## src/rtl/uart_tx_fifo.sv

```systemverilog
// rtl/uart_tx_fifo.sv - FIFO-buffered UART transmitter, 8N1 frames paced by an oversampled baud tick
// Define UART_TX_PARITY_EN to insert an even-parity bit (8E1 frames).
module uart_tx_fifo #(
   parameter int ADDR_W     = 4,
   parameter int OVERSAMPLE = 16
) (
   input  logic       clk,
   input  logic       reset,
   input  logic       tick,
   input  logic [7:0] wr_data,
   input  logic       we,
   output logic       full,
   output logic       empty,
   output logic       overflow,
   output logic       tx,
   output logic       tx_busy
);

   localparam int DEPTH = 1 << ADDR_W;
   localparam int CNT_W = (OVERSAMPLE > 1) ? $clog2(OVERSAMPLE) : 1;
   localparam logic [ADDR_W:0]  CNT_FULL  = (ADDR_W+1)'(DEPTH);
   localparam logic [CNT_W-1:0] TICK_LAST = CNT_W'(OVERSAMPLE - 1);

   localparam logic [2:0] ST_IDLE  = 3'd0;
   localparam logic [2:0] ST_START = 3'd1;
   localparam logic [2:0] ST_DATA  = 3'd2;
   localparam logic [2:0] ST_STOP  = 3'd3;
`ifdef UART_TX_PARITY_EN
   localparam logic [2:0] ST_PARITY = 3'd4;
`endif

   logic [7:0]        mem [DEPTH];
   logic [ADDR_W-1:0] wr_ptr;
   logic [ADDR_W-1:0] rd_ptr;
   logic [ADDR_W:0]   count;
   logic [ADDR_W:0]   count_nxt;
   logic              push;
   logic              pop;
   logic [2:0]        state;
   logic [7:0]        shift;
   logic [CNT_W-1:0]  tick_cnt;
   logic [2:0]        bit_cnt;
   logic              bit_done;
`ifdef UART_TX_PARITY_EN
   logic              parity_bit;
`endif

   // A write while full is dropped even if the FSM pops in the same cycle.
   assign push     = we && !full;
   assign pop      = (state == ST_IDLE) && !empty;
   assign bit_done = tick && (tick_cnt == TICK_LAST);
   assign tx_busy  = (state != ST_IDLE);

   always_comb begin
      count_nxt = count;
      if (push && !pop)
         count_nxt = count + (ADDR_W+1)'(1);
      else if (pop && !push)
         count_nxt = count - (ADDR_W+1)'(1);
   end

   always_ff @(posedge clk) begin
      if (push)
         mem[wr_ptr] <= wr_data;
   end

   always_ff @(posedge clk) begin
      if (reset) begin
         wr_ptr   <= '0;
         rd_ptr   <= '0;
         count    <= '0;
         full     <= 1'b0;
         empty    <= 1'b1;
         overflow <= 1'b0;
      end else begin
         if (push)
            wr_ptr <= wr_ptr + ADDR_W'(1);
         if (pop)
            rd_ptr <= rd_ptr + ADDR_W'(1);
         count    <= count_nxt;
         full     <= (count_nxt == CNT_FULL);
         empty    <= (count_nxt == '0);
         overflow <= we && full;
      end
   end

   // tx is registered and always loaded with the level of the state being entered.
   always_ff @(posedge clk) begin
      if (reset) begin
         state    <= ST_IDLE;
         tx       <= 1'b1;
         shift    <= '0;
         tick_cnt <= '0;
         bit_cnt  <= '0;
`ifdef UART_TX_PARITY_EN
         parity_bit <= 1'b0;
`endif
      end else begin
         if (state != ST_IDLE && tick)
            tick_cnt <= bit_done ? '0 : tick_cnt + CNT_W'(1);
         case (state)
            ST_IDLE: begin
               if (pop) begin
                  shift    <= mem[rd_ptr];
                  tick_cnt <= '0;
                  bit_cnt  <= '0;
                  tx       <= 1'b0;
                  state    <= ST_START;
`ifdef UART_TX_PARITY_EN
                  parity_bit <= ^mem[rd_ptr];
`endif
               end
            end
            ST_START: begin
               if (bit_done) begin
                  tx    <= shift[0];
                  state <= ST_DATA;
               end
            end
            ST_DATA: begin
               if (bit_done) begin
                  if (bit_cnt == 3'd7) begin
`ifdef UART_TX_PARITY_EN
                     tx    <= parity_bit;
                     state <= ST_PARITY;
`else
                     tx    <= 1'b1;
                     state <= ST_STOP;
`endif
                  end else begin
                     shift   <= {1'b0, shift[7:1]};
                     bit_cnt <= bit_cnt + 3'd1;
                     tx      <= shift[1];
                  end
               end
            end
`ifdef UART_TX_PARITY_EN
            ST_PARITY: begin
               if (bit_done) begin
                  tx    <= 1'b1;
                  state <= ST_STOP;
               end
            end
`endif
            ST_STOP: begin
               if (bit_done)
                  state <= ST_IDLE;
            end
            default: begin
               state <= ST_IDLE;
               tx    <= 1'b1;
            end
         endcase
      end
   end

endmodule

```

## config.mk

```make
export PLATFORM = sky130hd
export DESIGN_NAME = uart_tx_fifo
export DESIGN_NICKNAME = d
export VERILOG_FILES = /design/src/rtl/uart_tx_fifo.sv
export SDC_FILE = /design/constraint.sdc
export NUM_CORES = 1
export LEC_CHECK = 0
export ABC_AREA = 1
export CORE_MARGIN = 1
export CORE_UTILIZATION = 46
export CTS_BUF_LIST = sky130_fd_sc_hd__clkbuf_16
export DETAILED_ROUTE_END_ITERATION = 6
export PLACE_DENSITY = 0.71
export REMOVE_ABC_BUFFERS = 1
export SKIP_LAST_GASP = 1
export SLEW_MARGIN = 15
export SYNTH_ARGS = -nofsm -noshare
export SYNTH_HDL_FRONTEND = slang
export SYNTH_SLANG_ARGS = --single-unit
```

## constraint.sdc

```tcl
create_clock -name clk -period 5.1 [get_ports clk]
set_clock_uncertainty 0.1 [all_clocks]
set_input_delay 0.51 -clock clk [delete_from_list [all_inputs] [get_ports clk]]
set_output_delay 0.51 -clock clk [all_outputs]
set_load 0.01 [all_outputs]
```

Word-level counts from Yosys, hierarchy flattened
Memories as Yosys holds them, arrays and structs flattened. A register that Yosys moved wholly into a read port is not among the register bits.
Index checks and enable logic that the tools add are counted.
Word-level totals
  bits in registers: 35
  latch bits: 0
  bits in writable memories: 128
  memory bits (read-only): 0
  input bits: 12
  output and inout port bits: 5
  word-level logic and storage cells: 78
  memories kept: 1
Operators by class
  $add $sub $neg: 6
  multiply operators: 0
  divide/modulo/power cells: 0
  order comparisons: 0
  equal/unequal tests: 12
  shift-type cells: 0
  mux-type cells: 29
  bitwise gates (word level): 1
  reduce and logical (&&, ||, !) cells: 18
Memory list
  mem: words 16, bits a word 8, read ports 1, clocked after memory_dff 1, wr ports 1, line 32  | logic [7:0] mem [DEPTH];
Operators with widths (count)
  $mux 3: 8
  $mux 4: 6
  $mux 8: 3
  $pmux 8 s2: 1
  $add 4x1->4 const B: 3
  $ne 2x2->1 const B: 6
  $pmux 3 s4: 1
  $mux 5: 2
  $reduce_and 4->1: 2
  $logic_and 1x1->1: 7
  $eq 3x2->1 const B: 2
  $mux 1: 6
  $pmux 3 s2: 1
  $add 5x1->5 const B: 1
  $eq 5x5->1 const B: 1
  $logic_not 5->1: 1
  $reduce_and 5->1: 1
  $sub 5x1->5 const B: 1
  $eq 4x4->1 const B: 1
  $logic_not 1->1: 4
  $pmux 1 s4: 1
  $add 3x1->3 const B: 1
  $eq 3x1->1 const B: 1
  $eq 3x3->1 const B: 1
  4 further kinds: 4

Longest topological paths before layout
Gate-level depths: netlist (run 1).
  depth in word-level cells: 7
  gate-level depth with buffers: 12
  depth with buffers taken out: 12

Least setup slack after synthesis (run 1)
No wires, ideal clock.
  kind: input -> register
  start: input port we
  end: memory mem[10][0] (enable)
  library setup time: 370 ps
  data arrival time: 1220 ps
  required time: 4630 ps
  setup slack: 3409 ps
  stages on the path: 4
  buffers on the path: 0
  cell sequence: nand2_2 inv_2 nand2_1 nor2_1
On the way
  word-level cells in the longest chain between the ends: 3
Ends and longest elaborated chain
  start, declared: line 11  | input logic we,
  $logic_and 1x1->1: line 49  | assign push = we && !full;
  $mux 1: line 63  | if (push)
  $mux 1 (not written as such): line 64  | mem[wr_ptr] <= wr_data;
  end, declared: line 32
No other way between the ends.

Worst setup path after layout (run 1)
  start: register state[0]
  end: output port tx_busy
On the way
  word-level cells in the longest chain between the ends: 1
Ends and longest elaborated chain
  start, declared: line 39  | logic [2:0] state;
  start signal, assigned: line 90  | state <= ST_IDLE;
  start signal, assigned: line 108  | state <= ST_START;
  start signal, assigned: line 117  | state <= ST_DATA;
  $reduce_bool 3->1: line 52  | assign tx_busy = (state != ST_IDLE);
  end, declared: line 16  | output logic tx_busy
No other way between the ends.

==> flow_metrics.py, run 1 <==
metrics = {
    "run_status": {
        "status": "completed",
    },
    "setup_path": {
        "setup.worst_path.class": "reg2out",
        "start_kind": "register",
        "crit_chain": "inv_1, ha_1, inv_1, clkdlybuf4s50_1",
        "cp_common_cell": "inv_1",
        "critPathMaxStageDelay_ns": 0.53,
        "crit_buf_inv": 3,
        "crit_fanout": 4,
        "cp.required_ns": 4.49,
        "critPathTopFamily": "buffers and inverters",
        "arrival_ns": 1.83,
        "slowest_stage": "clkdlybuf4s50_1",
        "crit_path_end_kind": "primary output",
    },
    "cts": {
        "clockRootBuffer": "clkbuf_16",
        "clk_pin_slew_worst_paths_ns": 0.06,
        "clock_path_buffers": 2,
        "clkSinkCount": 166,
        "cts-htree-levels": 4,
        "post-cts-setup-buffers": 0,
        "cts_tree": "done",
        "hold_buffers": 0,
        "numCtsBuffers": 17,
        "clk_latency_ns": 0.41,
        "cts_resized": 0,
    },
    "synthesis": {
        "ys_warn_count": 0,
        "yosys.area.top_type_share_pct": 52.7,
        "yosys.area.top_type": "edfxtp_1",
        "synthArstFlopShare_pct": 0,
        "netlist_area_um2": 7300,
        "synthTopCellsByArea": "edfxtp_1, nand2_1, dfxtp_1, nand3_1, inv_1",
        "synth_seq_cells": 166,
        "synth_edf_count": 128,
        "syn_inst": 747,
        "avgSynthCellArea_um2": 9.77,
        "yosysSeqAreaShare_pct": 63.1,
        "synth_cell_types": 32,
        "ys.flop_type": "edfxtp_1",
    },
    "detailed_routing": {
        "drt_iter0_drc": 560,
        "wl_per_cell_um": 15.9,
        "antenna_left": 0,
        "viasPerCell": 5.17,
        "route.detailed.drc": 0,
        "drt_first_pass_iters": 5,
        "routed_wl_mm": 15.6,
        "vias": 5065,
    },
    "timing": {
        "worst_pin_slew_ns": 1.02,
        "period_needed_ns": 2.44,
        "setup_viol": 0,
        "fmax_ghz": 0.411,
        "worst_hold_slack_ns": 0.355,
        "fin_setup_tns_ns": 0,
        "rsz0062_at_grt": "false",
        "slew_violations": 0,
        "final-hold-violation-count": 0,
        "fin_crit_sh_pct": 47.8,
        "max_slew_margin_pct": 32.0,
    },
    "hold_path": {
        "hold_path_class": "reg2reg",
    },
    "run": {
        "max-cap-violations": 0,
    },
    "pwr": {
        "switching_power_mw": 1.37,
        "cellPowerDensity_nw_per_um2": 501,
        "power_mw": 4.08,
        "irDropWorstVdd_mv": 0.209,
        "internal_power_mw": 2.71,
        "power.share.sequential_pct": 40.3,
        "p_leak_nw": 3.27,
        "p_sw_share_pct": 33.6,
        "combPwrFrac_pct": 28.7,
        "p_clk_share_pct": 31.1,
    },
    "floorplan": {
        "ios": 17,
        "core_um2": 15300,
        "initial_core_util_pct": 47.6,
        "die_w_um": 128,
        "die_area_um2": 16400,
        "row_count": 45,
        "die_h_um": 128,
    },
    "global_routing": {
        "grt_max_degree": 72,
        "gr-usage-all-layers_pct": 20.2,
        "grt-ovfl-total": 0,
        "grt_pass1_wl_mm": 24.6,
        "grt_pass1_vias": 4651,
        "antenna_found_initial": 0,
    },
    "finish": {
        "area_growth_pct": 11.7,
        "diodes": 0,
        "final_net_count": 782,
        "drive_gt1_share_pct": 6.12,
        "final_cell_mix": "nand2_1, edfxtp_1, nand3_1",
        "layout_commonest_cell": "nand2_1",
        "fin_util_pct": 53.2,
    },
    "placement": {
        "port_buffers": 16,
        "dp_hpwl_mm": 9.51,
        "gp_congestion": 0.805,
    },
}
## power groups by stage
stage,Combinational [mW],Clock [mW],Sequential (mW)
detailed placement,1.15,0,1.67
finish,1.17,1.27,1.64
global route,1.30,1.33,1.66
global placement,1.13,0,1.67
floorplan,0.760,0,1.71
CTS,1.16,1.28,1.64
## worst min-delay path, stage by stage (launching register included)
cell	delay (ns)
dfxtp_1	0.32
nand2_1	0.06
nor2_1	0.03
## layer usage
layer / routed length (um) / GRT usage, % / vias up / share of wire, %
met5: 0 / 0 / - / 0
met4: 347 / 7.54 / 0 / 2.2
met3: 1030 / 3.42 / 30 / 6.6
met2: 7490 / 33.3 / 212 / 48
met1: 6710 / 26.8 / 2351 / 43
li1: - / - / 2472 / -
## cells by family (layout without fill, tap and decap cells)
logic type,count (synthesis),in the layout,synth area share [%]
buf+inv,118,139,7.08
xor+xnor,5,5,0.703
simple gates,387,387,22.2
flops,166,166,63.1
compound gates,56,56,4.37
fa+ha+maj,15,15,2.57
## cell type report
class | count | area (um^2)
Sequential cell | 166 | 4610
Inverter | 89 | 335
Clock buffer | 17 | 425
Timing Repair Buffer | 18 | 175
Tap cell | 211 | 264
Clock inverter | 15 | 166
Fill cell | 1385 | 7170
Multi-Input combinational cell | 463 | 2180
## synthesized netlist by cell type (all sizes together), types with 2 or more instances
library cell and instances:
dfxtp 38, nand2 218, nand4 2, o211ai 7, clkbuf 6, buf 23
nor3 3, nand3 93, ha 15, o21ai 25, edfxtp 128, inv 88
nor2 69, xor2 4, a21oi 22
## path summary, 6_finish.rpt
kind,start,endpoint,slack [ns],cells past startpoint
max,state[0]$_SDFFE_PP0P_,tx_busy,2.66,4
min reg2reg,full$_SDFF_PP0_,overflow$_SDFF_PP0_,0.36,2
max reg2reg,register,shift[3]$_SDFFE_PP0P_,2.96,8
min,full$_SDFF_PP0_,overflow$_SDFF_PP0_,0.36,2
## registers in the layout (all words and copies together), names as in the netlist, 2 cells and up, named ones only
| signal | flops |
|---|---|
| state | 2 |
| wr_ptr | 4 |
| shift | 8 |
| count | 5 |
| bit_cnt | 3 |
| rd_ptr | 4 |
| tick_cnt | 4 |
| mem | 128 |
## per-stage QoR
| step | worst slack [ns] | instances | instance area, um^2 |
|---|---|---|---|
| 2_1_floorplan | 2.17 | 718 | 7120 |
| 3_3_place_gp | 2.54 | 947 | 7560 |
| 3_5_place_dp | 2.50 | 947 | 7560 |
| 4_1_cts | 2.66 | 979 | 8150 |
| 5_1_grt | 2.59 | 979 | 8150 |
| 6_report | 2.66 | 979 | 8150 |
Power figures use the tool's default switching activity.
==> run 2, diff against run 1 <==
==> constraint.sdc (replaced) <==
create_clock -name clk -period 2.3 [get_ports clk]
set_clock_uncertainty 0.1 [all_clocks]
set_input_delay 0.23 -clock clk [delete_from_list [all_inputs] [get_ports clk]]
set_output_delay 0.23 -clock clk [all_outputs]
set_load 0.01 [all_outputs]
==> run 2 against run 1 <==
  * Wire length fell by 2.9%
  * Sequential power rose by 120%
  * Power rose by 130%
==> flow_metrics.py, run 2 (synthesized netlist as in run 1, its figures left out) <==
metrics = {
    "floorplan": {
        "die_area_um2": 16400,
        "die_w_um": 128,
        "row_count": 45,
        "core_um2": 15300,
        "die_h_um": 128,
        "ios": 17,
        "initial_core_util_pct": 47.6,
    },
    "global_routing": {
        "grt_max_degree": 72,
        "grt_pass1_vias": 4795,
        "antenna_found_initial": 0,
        "grt-ovfl-total": 0,
        "grt_pass1_wl_mm": 24.5,
        "gr-usage-all-layers_pct": 20.0,
    },
    "detailed_routing": {
        "vias": 5020,
        "routed_wl_mm": 15.1,
        "wl_per_cell_um": 15.0,
        "antenna_left": 0,
        "drt_iter0_drc": 350,
        "drt_first_pass_iters": 5,
        "route.detailed.drc": 0,
        "viasPerCell": 4.99,
    },
    "cts": {
        "hold_buffers": 0,
        "clockRootBuffer": "clkbuf_16",
        "clk_pin_slew_worst_paths_ns": 0.06,
        "clkSinkCount": 166,
        "post-cts-setup-buffers": 0,
        "cts_resized": 0,
        "numCtsBuffers": 17,
        "cts_tree": "done",
        "clk_latency_ns": 0.43,
        "clock_path_buffers": 2,
        "cts-htree-levels": 4,
    },
    "placement": {
        "gp_congestion": 0.833,
        "dp_hpwl_mm": 9.83,
        "dpl-instance-area_um2": 7780,
        "place_inst": 974,
        "port_buffers": 16,
    },
    "finish": {
        "layout_commonest_cell": "nand2_1",
        "largest_reg_flops": 128,
        "fin_cells": 1006,
        "diodes": 0,
        "final_net_count": 809,
        "reg_top3": "mem (128), shift (8), count (5)",
        "final_cell_mix": "nand2_1, edfxtp_1, nand3_1",
        "largest_register": "mem",
        "drive_gt1_share_pct": 9.81,
        "fin_area_um2": 8390,
        "area_growth_pct": 15.0,
    },
    "timing": {
        "slew_violations": 0,
        "fmax_ghz": 0.463,
        "fin_crit_sh_pct": 93.9,
        "final-hold-violation-count": 0,
        "rsz0062_at_grt": "false",
        "period_needed_ns": 2.16,
        "max_slew_margin_pct": 47.6,
        "setup_viol": 0,
        "worst_pin_slew_ns": 0.783,
    },
    "pwr": {
        "irDropWorstVdd_mv": 0.490,
        "cellPowerDensity_nw_per_um2": 1090,
        "power_mw": 9.18,
        "p_leak_nw": 3.43,
    },
    "setup_path": {
        "arrival_ns": 1.83,
        "start_kind": "register",
        "setup.worst_path.class": "reg2out",
        "crit_chain": "inv_1, ha_1, inv_1, clkdlybuf4s50_1",
        "crit_path_end_kind": "primary output",
        "slowest_stage": "clkdlybuf4s50_1",
        "cp_common_cell": "inv_1",
        "critPathMaxStageDelay_ns": 0.53,
        "crit_fanout": 4,
        "critPathTopFamily": "buffers and inverters",
        "crit_buf_inv": 3,
        "cp.required_ns": 1.97,
    },
    "hold_path": {
        "hold_path_class": "in2reg",
    },
    "run_status": {
        "status": "completed",
    },
    "run": {
        "max-cap-violations": 0,
    },
}
## run 2: changes by cell type in the layout (fill, tap and decap cells not counted), sizes merged
cell and delta:
buf +27, clkinv +5, clkinvlp -2, inv -3
## run 2: final cells by class
class / instances / area [um^2]
clock buffer: 17 / 425
clock inverter: 15 / 180
fill: 1353 / 6930
inverter: 89 / 335
multi-input combinational: 463 / 2180
sequential: 166 / 4610
tap: 211 / 264
timing repair buffer: 45 / 403
## run 2: per-layer routing
layer | vias to the layer above | track usage [%] | wire length (um)
met3 | 25 | 2.88 | 656
met1 | 2372 | 27.4 | 6980
met4 | 0 | 7.82 | 335
met2 | 103 | 32.2 | 7140
met5 | - | 0 | 0
li1 | 2520 | - | -
## run 2: power by group
part	internal, mW	switching [mW]	total (mW)	leakage, nW
Sequential	3.48	0.155	3.63	1.47
Combinational	0.913	1.76	2.67	1.67
Clock	1.71	1.17	2.88	0.290
## run 2: stage by stage
stage	utilization [%]	setup TNS, ns	hold WS [ns]	setup WS [ns]
after floorplan	-	-4.72	0.199	-0.627
after global placement	50.8	0	0.343	0.391
after detailed placement	50.8	0	0.348	0.363
after CTS	54.8	0	0.276	0.123
after global routing	54.8	0	0.298	0.0305
final	54.8	0	0.282	0.141
## run 2: path summary, 6_finish.rpt
check / cells past startpoint / to / slack (ns) / start
worst min-delay path: 3 / overflow$_SDFF_PP0_ / 0.28 / we
worst min register to register: 2 / overflow$_SDFF_PP0_ / 0.36 / full$_SDFF_PP0_
worst max-delay path: 4 / tx_busy / 0.14 / state[0]$_SDFFE_PP0P_
worst max register to register: 8 / shift[0]$_SDFFE_PP0P_ / 0.42 / state[0]$_SDFFE_PP0P_
## run 2: worst register-to-register path: cells and delay by family (launching register included)
kind / cells / cell delay (ns)
and+or+nand+nor: 4 / 0.60
DFF: 1 / 0.38
AOI/OAI and AO/OA: 2 / 0.35
adders and majority gates: 1 / 0.29
buffers and inverters: 1 / 0.10
